**src/rtl/vsd_dac_sequencer.sv**
```systemverilog
// vsd_dac_sequencer: buffers {channel, code} words from the core in a FIFO and
// releases them to per-channel DAC code registers, paced by a divider or direct.
//
// Ports:
//   CLK, reset       clock, asynchronous active-low reset
//   enable, mode     run enable; 0 = paced, 1 = direct
//   div              pacing period minus one
//   wr_valid/ready   core write handshake (ready = FIFO not full)
//   wr_ch, wr_data   target channel and DAC code of the pushed word
//   dac_d, dac_upd   per-channel code registers and one-cycle update strobes
//   fifo_level       current FIFO occupancy
//   underrun         sticky flag: a paced tick found the FIFO empty
//   clr_underrun     clears underrun (a same-cycle set wins)
module vsd_dac_sequencer #(
    parameter int DATA_W = 10,
    parameter int NUM_CH = 2,
    parameter int DEPTH  = 8,
    parameter int DIV_W  = 16,
    parameter int PRIME  = 4,
    localparam int CH_W  = (NUM_CH > 1) ? $clog2(NUM_CH) : 1,
    localparam int AW    = $clog2(DEPTH)
) (
    input  logic                     CLK,
    input  logic                     reset,
    input  logic                     enable,
    input  logic                     mode,
    input  logic [DIV_W-1:0]         div,
    input  logic                     wr_valid,
    output logic                     wr_ready,
    input  logic [CH_W-1:0]          wr_ch,
    input  logic [DATA_W-1:0]        wr_data,
    output logic [NUM_CH*DATA_W-1:0] dac_d,
    output logic [NUM_CH-1:0]        dac_upd,
    output logic [AW:0]              fifo_level,
    output logic                     underrun,
    input  logic                     clr_underrun
);

    typedef enum logic [1:0] {
        S_IDLE,
        S_PRIME,
        S_RUN
    } state_t;

    localparam logic [AW:0] FULL_LVL  = (AW+1)'(DEPTH);
    localparam logic [AW:0] PRIME_LVL = (AW+1)'(PRIME);

    state_t                   state;
    logic [CH_W+DATA_W-1:0]   mem [DEPTH];
    logic [AW-1:0]            wptr;
    logic [AW-1:0]            rptr;
    logic                     mode_q;
    logic [DIV_W-1:0]         cnt;
    logic [DIV_W-1:0]         div_q;
    logic                     pop_vld;
    logic [CH_W-1:0]          pop_ch;
    logic [DATA_W-1:0]        pop_data;

    logic full;
    logic empty;
    logic push;
    logic pop;
    logic run_ok;
    logic pace_on;
    logic tick;
    logic set_ur;

    assign full     = (fifo_level == FULL_LVL);
    assign empty    = (fifo_level == '0);
    assign wr_ready = !full;
    assign push     = wr_valid && !full;

    // The cycle in which mode falls 1->0 in RUN is the hand-over to PRIME;
    // nothing is popped and the divider does not advance in it.
    assign run_ok  = (state == S_RUN) && enable && !(mode_q && !mode);
    assign pace_on = run_ok && !mode;
    assign tick    = pace_on && (cnt == div_q);
    assign pop     = run_ok && !empty && (mode || tick);
    assign set_ur  = tick && empty;

    always_ff @(posedge CLK) begin
        if (push) begin
            mem[wptr] <= {wr_ch, wr_data};
        end
    end

    always_ff @(posedge CLK or negedge reset) begin
        if (!reset) begin
            wptr       <= '0;
            rptr       <= '0;
            fifo_level <= '0;
            pop_vld    <= 1'b0;
            pop_ch     <= '0;
            pop_data   <= '0;
        end else begin
            pop_vld <= pop;
            if (push) begin
                wptr <= wptr + AW'(1);
            end
            if (pop) begin
                rptr     <= rptr + AW'(1);
                pop_ch   <= mem[rptr][CH_W+DATA_W-1:DATA_W];
                pop_data <= mem[rptr][DATA_W-1:0];
            end
            unique case ({push, pop})
                2'b10:   fifo_level <= fifo_level + (AW+1)'(1);
                2'b01:   fifo_level <= fifo_level - (AW+1)'(1);
                default: fifo_level <= fifo_level;
            endcase
        end
    end

    // A new div is only picked up at a wrap (or while not pacing), so a
    // period in progress always completes with the old value.
    always_ff @(posedge CLK or negedge reset) begin
        if (!reset) begin
            cnt   <= '0;
            div_q <= '0;
        end else if (!pace_on || tick) begin
            cnt   <= '0;
            div_q <= div;
        end else begin
            cnt <= cnt + DIV_W'(1);
        end
    end

    always_ff @(posedge CLK or negedge reset) begin
        if (!reset) begin
            state    <= S_IDLE;
            mode_q   <= 1'b0;
            underrun <= 1'b0;
        end else begin
            mode_q   <= mode;
            underrun <= set_ur || (underrun && !clr_underrun);
            unique case (state)
                S_IDLE: begin
                    if (enable) begin
                        state <= mode ? S_RUN : S_PRIME;
                    end
                end
                S_PRIME: begin
                    if (!enable) begin
                        state <= S_IDLE;
                    end else if (fifo_level >= PRIME_LVL) begin
                        state <= S_RUN;
                    end
                end
                S_RUN: begin
                    if (!enable) begin
                        state <= S_IDLE;
                    end else if (mode_q && !mode) begin
                        state <= S_PRIME;
                    end
                end
                default: state <= S_IDLE;
            endcase
        end
    end

    // Entries aimed at a non-existent channel fall through the loop unmatched.
    always_ff @(posedge CLK or negedge reset) begin
        if (!reset) begin
            dac_d   <= '0;
            dac_upd <= '0;
        end else begin
            dac_upd <= '0;
            for (int k = 0; k < NUM_CH; k++) begin
                if (pop_vld && (int'(pop_ch) == k)) begin
                    dac_d[k*DATA_W +: DATA_W] <= pop_data;
                    dac_upd[k]                <= 1'b1;
                end
            end
        end
    end

endmodule

```
**config.mk**
```make
export PLATFORM = sky130hd
export DESIGN_NAME = vsd_dac_sequencer
export DESIGN_NICKNAME = d
export VERILOG_FILES = /design/src/rtl/vsd_dac_sequencer.sv
export SDC_FILE = /design/constraint.sdc
export NUM_CORES = 1
export LEC_CHECK = 0
export ABC_AREA = 0
export BUFFER_PORTS_ARGS = -buffer_cell sky130_fd_sc_hd__buf_2
export CAP_MARGIN = 20
export CORE_MARGIN = 1
export CORE_UTILIZATION = 45
export DETAILED_ROUTE_END_ITERATION = 12
export PLACE_DENSITY_LB_ADDON = 0.12
export SYNTH_ARGS = -nofsm -noshare
export SYNTH_HDL_FRONTEND = slang
export SYNTH_SLANG_ARGS = --single-unit
```
**constraint.sdc**
```tcl
create_clock -name CLK -period 3.6 [get_ports CLK]
set_input_delay 0.54 -clock CLK [delete_from_list [all_inputs] [get_ports CLK]]
set_output_delay 0.54 -clock CLK [all_outputs]
set_load 0.05 [all_outputs]
```
Word level (Yosys, flattened, before mapping)
Memories as Yosys holds them, arrays and structs flattened. A register that Yosys moved wholly into a read port is not among the register bits. Cells that the tools add are included.

Bits in registers: 69. Word-level logic and storage cells: 68. Memories kept: 1. Output and inout port bits: 28. Memory bits (writable): 88.

Add/subtract/negate cells: 5. Order comparisons: 1. Eq/ne operators: 9. Reduce and logical (&&, ||, !) cells: 26. Bitwise logic cells: 1. Muxes and demuxes: 13.

Memory list: mem (depth 8, width 11, rd ports 1, clocked after memory_dff 1, write ports 1, RTL line 49) `logic [CH_W+DATA_W-1:0] mem [DEPTH];`.

Operators with widths (count): $add 16x1->16 const B (1); $eq 16x16->1 (1); $mux 16 (1); $logic_and 1x1->1 (12); $mux 2 (6); $pmux 4 s2 (1); $logic_not 1->1 (7); $add 3x1->3 const B (2); $pmux 2 s3 (1); $add 4x1->4 const B (1); $eq 2x1->1 const B (2); $eq 2x2->1 const B (2); $eq 4x4->1 const B (1); $ge 4x3->1 const B (1); $logic_not 4->1 (1); $mux 1 (4); $sub 4x1->4 const B (1); $logic_or 1x1->1 (3); $ne 3x2->1 const B (1); $ne 3x3->1 const B (1); $reduce_and 3->1 (1); $logic_not 2->1 (1); $ne 2x2->1 const B (1); $reduce_bool 2->1 (1); $not 1->1 (1).

Depth between registers and ports, before layout
Depth after elaboration: 10. Gate-level depth with buffers: 13.

Least setup slack after synthesis
Ideal clock, no wire load.

Path kind: register to register. From: reg fifo_level[0]. To: mem mem[2][0] (netlist bit), enable pin. Path buffers: 0. Stages on the path, launching flop included: 6. Setup slack: 0.206 ns. Data arrival time: 2.982 ns. Setup time: 0.412 ns. Clock period less this slack: 3.394 ns. Cell sequence: dfrtp_1 -> nor2_1 -> nand3b_1 -> and2_1 -> clkinv_1 -> nor4b_1.

Word-level cells in the longest chain between the ends: 5.

Ends and longest elaborated chain: from (decl) (RTL line 34) `output logic [AW:0] fifo_level,`; from (signal assigned) (RTL line 106) `2'b10: fifo_level <= fifo_level + (AW+1)'(1);`; from (signal assigned) (RTL line 107) `2'b01: fifo_level <= fifo_level - (AW+1)'(1);`; from (signal assigned) (RTL line 108) `default: fifo_level <= fifo_level;`; $eq 4x4->1 (RTL line 68) `assign full = (fifo_level == FULL_LVL);`; $logic_not 1->1; via wr_ready (RTL line 29) `output logic wr_ready,`; $logic_and 1x1->1 (RTL line 71) `assign push = wr_valid && !full;`; $mux 1 (RTL line 82) `if (push) begin`; $mux 1 (implied by the code) (RTL line 83) `mem[wptr] <= {wr_ch, wr_data};`; to (decl) (RTL line 49).

The timed path passes the listed nets, and every way through them passes these cells.

Worst setup path in the final report
From: reg cnt[7]. To: reg fifo_level[3].

Word-level cells in the longest chain between the ends: 6.

Ends and longest elaborated chain: from (decl) (RTL line 53) `logic [DIV_W-1:0] cnt;`; from (signal assigned) (RTL line 123) `cnt <= cnt + DIV_W'(1);`; $eq 16x16->1 (*) (RTL line 77) `assign tick = pace_on && (cnt == div_q);`; $logic_and 1x1->1 (*) (RTL line 77); $logic_or 1x1->1 (*) (RTL line 78) `assign pop = run_ok && !empty && (mode || tick);`; $logic_and 1x1->1 (*) (RTL line 78); $eq 2x1->1 / $eq 2x2->1 (equally long branches) (RTL line 105) `unique case ({push, pop})`; $pmux 4 s2 / $reduce_bool 2->1 (equally long branches).

Mark *: on every way between the ends. The rest lies on a longest branch, timed or not. A chain may end at the register's enable or synchronous reset.

==> flow_summary.json <==
{
  "run_status": "finished, violations left",
  "violations": "design-rule violations",
  "grt_pass1_vias": 3748,
  "grt_max_degree": 81,
  "post_cts_buffers": 0,
  "drive_above_1_share_pct": 38.79,
  "end_kind": "flop",
  "fin_nets": 522,
  "drt-total-wl_mm": 12.21,
  "area_growth_pct": 17.56,
  "synthTopCellsByArea": "edfxtp_1 (39%), dfrtp_1 (29%), mux2_2 (8.4%)",
  "via_per_inst": 5.225,
  "p_per_area_nw_per_um2": 784.5,
  "grt_pass1_wl_mm": 20.26,
  "p_leak_nw": 3.302,
  "initial_core_util_pct": 46.69,
  "fmax_mhz": 356.3,
  "die_area_sq_um": 15750,
  "hold_path_class": "in2async",
  "final_area_sq_um": 8068,
  "slew_viol_final": 0,
  "initialDrtViolationCount": 169,
  "postCtsHoldBufs": 0,
  "synth_cell_types": 39,
  "htreeDepth": 4,
  "synth_area_per_cell_sq_um": 16.99,
  "cts.sinks": 168,
  "worstPathMaxFanout": 6,
  "dr.pass1.iters": 8,
  "nFillCells": 1175,
  "fin_crit_ns": 2.807,
  "rsz0062_at_grt": "no",
  "critPathRequiredTime_ns": 3.91,
  "multi_input_area_sq_um": 2102,
  "tightest_slew_ns": 0.7073,
  "regArea_sq_um": 4644,
  "synth_area_sq_um": 6863,
  "cp-start-kind": "flop",
  "port_buffers": 60,
  "drv_cap": 0,
  "ir_worst_vdd_mv": 0.3818,
  "r2r_slack_ns": 0.79,
  "final-setup-viol-count": 0,
  "ys_seq_area_share_pct": 67.68,
  "slew_headroom_pct": 52.85,
  "synth_enable_flop_cells": 88,
  "io_pins": 61,
  "drc_errors": 6,
  "std_cell_rows": 44,
  "async_flop_share_pct": 47.62,
  "yosys_warnings": 0,
  "routedWlPerCell_um": 17.95,
  "ys.flop_type": "edfxtp_1",
  "ant_nets": 0,
  "overflow": 0,
  "synth_top_area_cell": "edfxtp_1",
  "ys_seq_elements": 168,
  "vias": 3553,
  "fin_skew_ns": 0.01591,
  "post-route-period-util_pct": 77.96,
  "insertion_delay_ns": 0.44,
  "worstPathArrival_ns": 3.12,
  "core_sq_um": 14700,
  "tns_ns": 0,
  "grtUsageTotal_pct": 17.38,
  "die_y_um": 125.5,
  "crit_type": "reg2reg",
  "cts_resized": 0,
  "antenna_found_initial": 1,
  "die_w_um": 125.5,
  "gp_congestion": 0.7539,
  "clk_path_buf_depth": 2,
  "placement.cell_area_sq_um": 7407,
  "path_clk_slew_ns": 0.07,
  "synthesis.nets": 444,
  "netlist_instances": 404,
  "dpl.hpwl_mm": 7.684,
  "cts-root-buf": "clkbuf_16",
  "synth_top_area_share_pct": 38.51,
  "cts_tree": "done",
  "finalHoldViolations": 0,
  "cts_buffers": 17
}
-- power by group --
part,total (W),internal (W),switching [W]
clock network,0.00193,0.00113,0.000805
logic,0.00172,0.000724,0.000993
registers,0.00268,0.00241,0.000270
-- metal layers --
layer  wire length, um  global-route usage, %  vias to the layer above  share of wire, %
met1              5597                  22.64                     1806                46
met5                 0                      0                        -                 0
met2              5917                  27.22                       59                48
met3               451                  4.878                       20               3.7
li1                  -                      -                     1668                 -
met4               238                  7.747                        0               2.0
-- cells by family (layout without fill, tap and decap cells) --
family                     Yosys count  after routing  share of synthesized area [%]
DFF                                168            168                          67.68
muxes                               82             82                          17.48
and+or+nand+nor                     73             73                          5.451
xor gates and xnor gates            38             38                          4.850
buffers and inverters               24            115                          1.969
AOI/OAI and AO/OA                   12             12                          1.185
adders and majority gates            7              7                          1.386
other                                0              1                              0
-- through the flow --
stage | hold WS (ns) | total power (W) | worst slack [ns] | util, % | cells
floorplan | 0.2444 | 0.003964 | 0.2062 | - | 404
global route | 0.02581 | 0.006626 | 0.5428 | 54.89 | 680
global placement | 0.4859 | 0.004414 | 0.8929 | 50.39 | 646
CTS | 0.2665 | 0.006409 | 0.7508 | 54.68 | 678
finish | 0.008410 | 0.006329 | 0.7933 | 54.89 | 680
detailed placement | 0.4869 | 0.004452 | 0.7937 | 50.39 | 646
-- placed cells by master, fill, tap and decap left out, types with 2 or more instances in the layout --
cell type / n
inv_8: 6
nor3b_1: 2
mux4_2: 22
nand4_1: 5
clkinv_4: 2
dfrtp_1: 80
xor2_1: 28
inv_6: 3
and3_2: 3
nor4_1: 4
nor2_1: 22
nand3b_1: 2
mux2_2: 51
o21ai_0: 3
clkbuf_16: 17
buf_2: 59
bufinv_16: 3
a21oi_1: 4
ha_1: 6
and2_1: 3
inv_1: 9
edfxtp_1: 88
buf_4: 13
nor3_1: 4
xnor2_1: 10
and3_1: 5
nand3_1: 5
nor4b_2: 2
nand2_1: 13
mux2_4: 8
-- cells in the mapped netlist, drive strengths merged (3+ instances only) --
library cell,instances
edfxtp,88
dfrtp,80
mux2,59
xor2,28
mux4,22
nor2,22
nand2,13
buf,11
xnor2,10
inv,9
and3,8
ha,6
a21oi,5
nand3,5
nand4,5
nor4,5
nor3,4
and2,3
clkbuf,3
o21ai,3
-- critical path, stage by stage (launching register included) --
cell,delay [ns]
dfrtp_1,0.44
xor2_1,0.16
nor4_1,0.35
nand4_1,0.34
a21oi_4,0.24
ha_1,0.23
ha_1,0.25
a21o_1,0.16
a21oi_1,0.17
xnor2_1,0.14
nor2_1,0.07
xor2_1,0.15
-- area by class of cell --
class / count / share of cell area [%]
timing repair buffer: 73 / 5.211
sequential: 168 / 57.57
multi-input combinational: 212 / 26.05
inverter: 10 / 0.4653
clock inverter: 14 / 2.497
tap: 184 / 2.854
antenna: 1 / 0.03102
clock buffer: 18 / 5.319
-- path summary, 6_finish.rpt --
path	start	to	cells after the start
max in group asynchronous	reset	pop_data[1]$_DFFE_PN0P_	2
hold / removal	reset	div_q[0]$_DFFE_PN0N_	1
min in group CLK	mode	mode_q$_DFF_PN0_	1
setup reg to reg	cnt[7]$_DFF_PN0_	fifo_level[3]$_DFFE_PN0P_	11
hold reg to reg	dac_d[6]$_DFFE_PN0P_	dac_d[6]$_DFFE_PN0P_	1
setup / recovery	cnt[7]$_DFF_PN0_	fifo_level[3]$_DFFE_PN0P_	11
-- state kept, by name, indices dropped and copies added, names as in the netlist, 3 cells and up --
signal / count
div_q: 16
wptr: 3
pop_data: 10
fifo_level: 4
cnt: 16
dac_d: 20
mem: 88
rptr: 3
(Power assumes the default switching activity.)
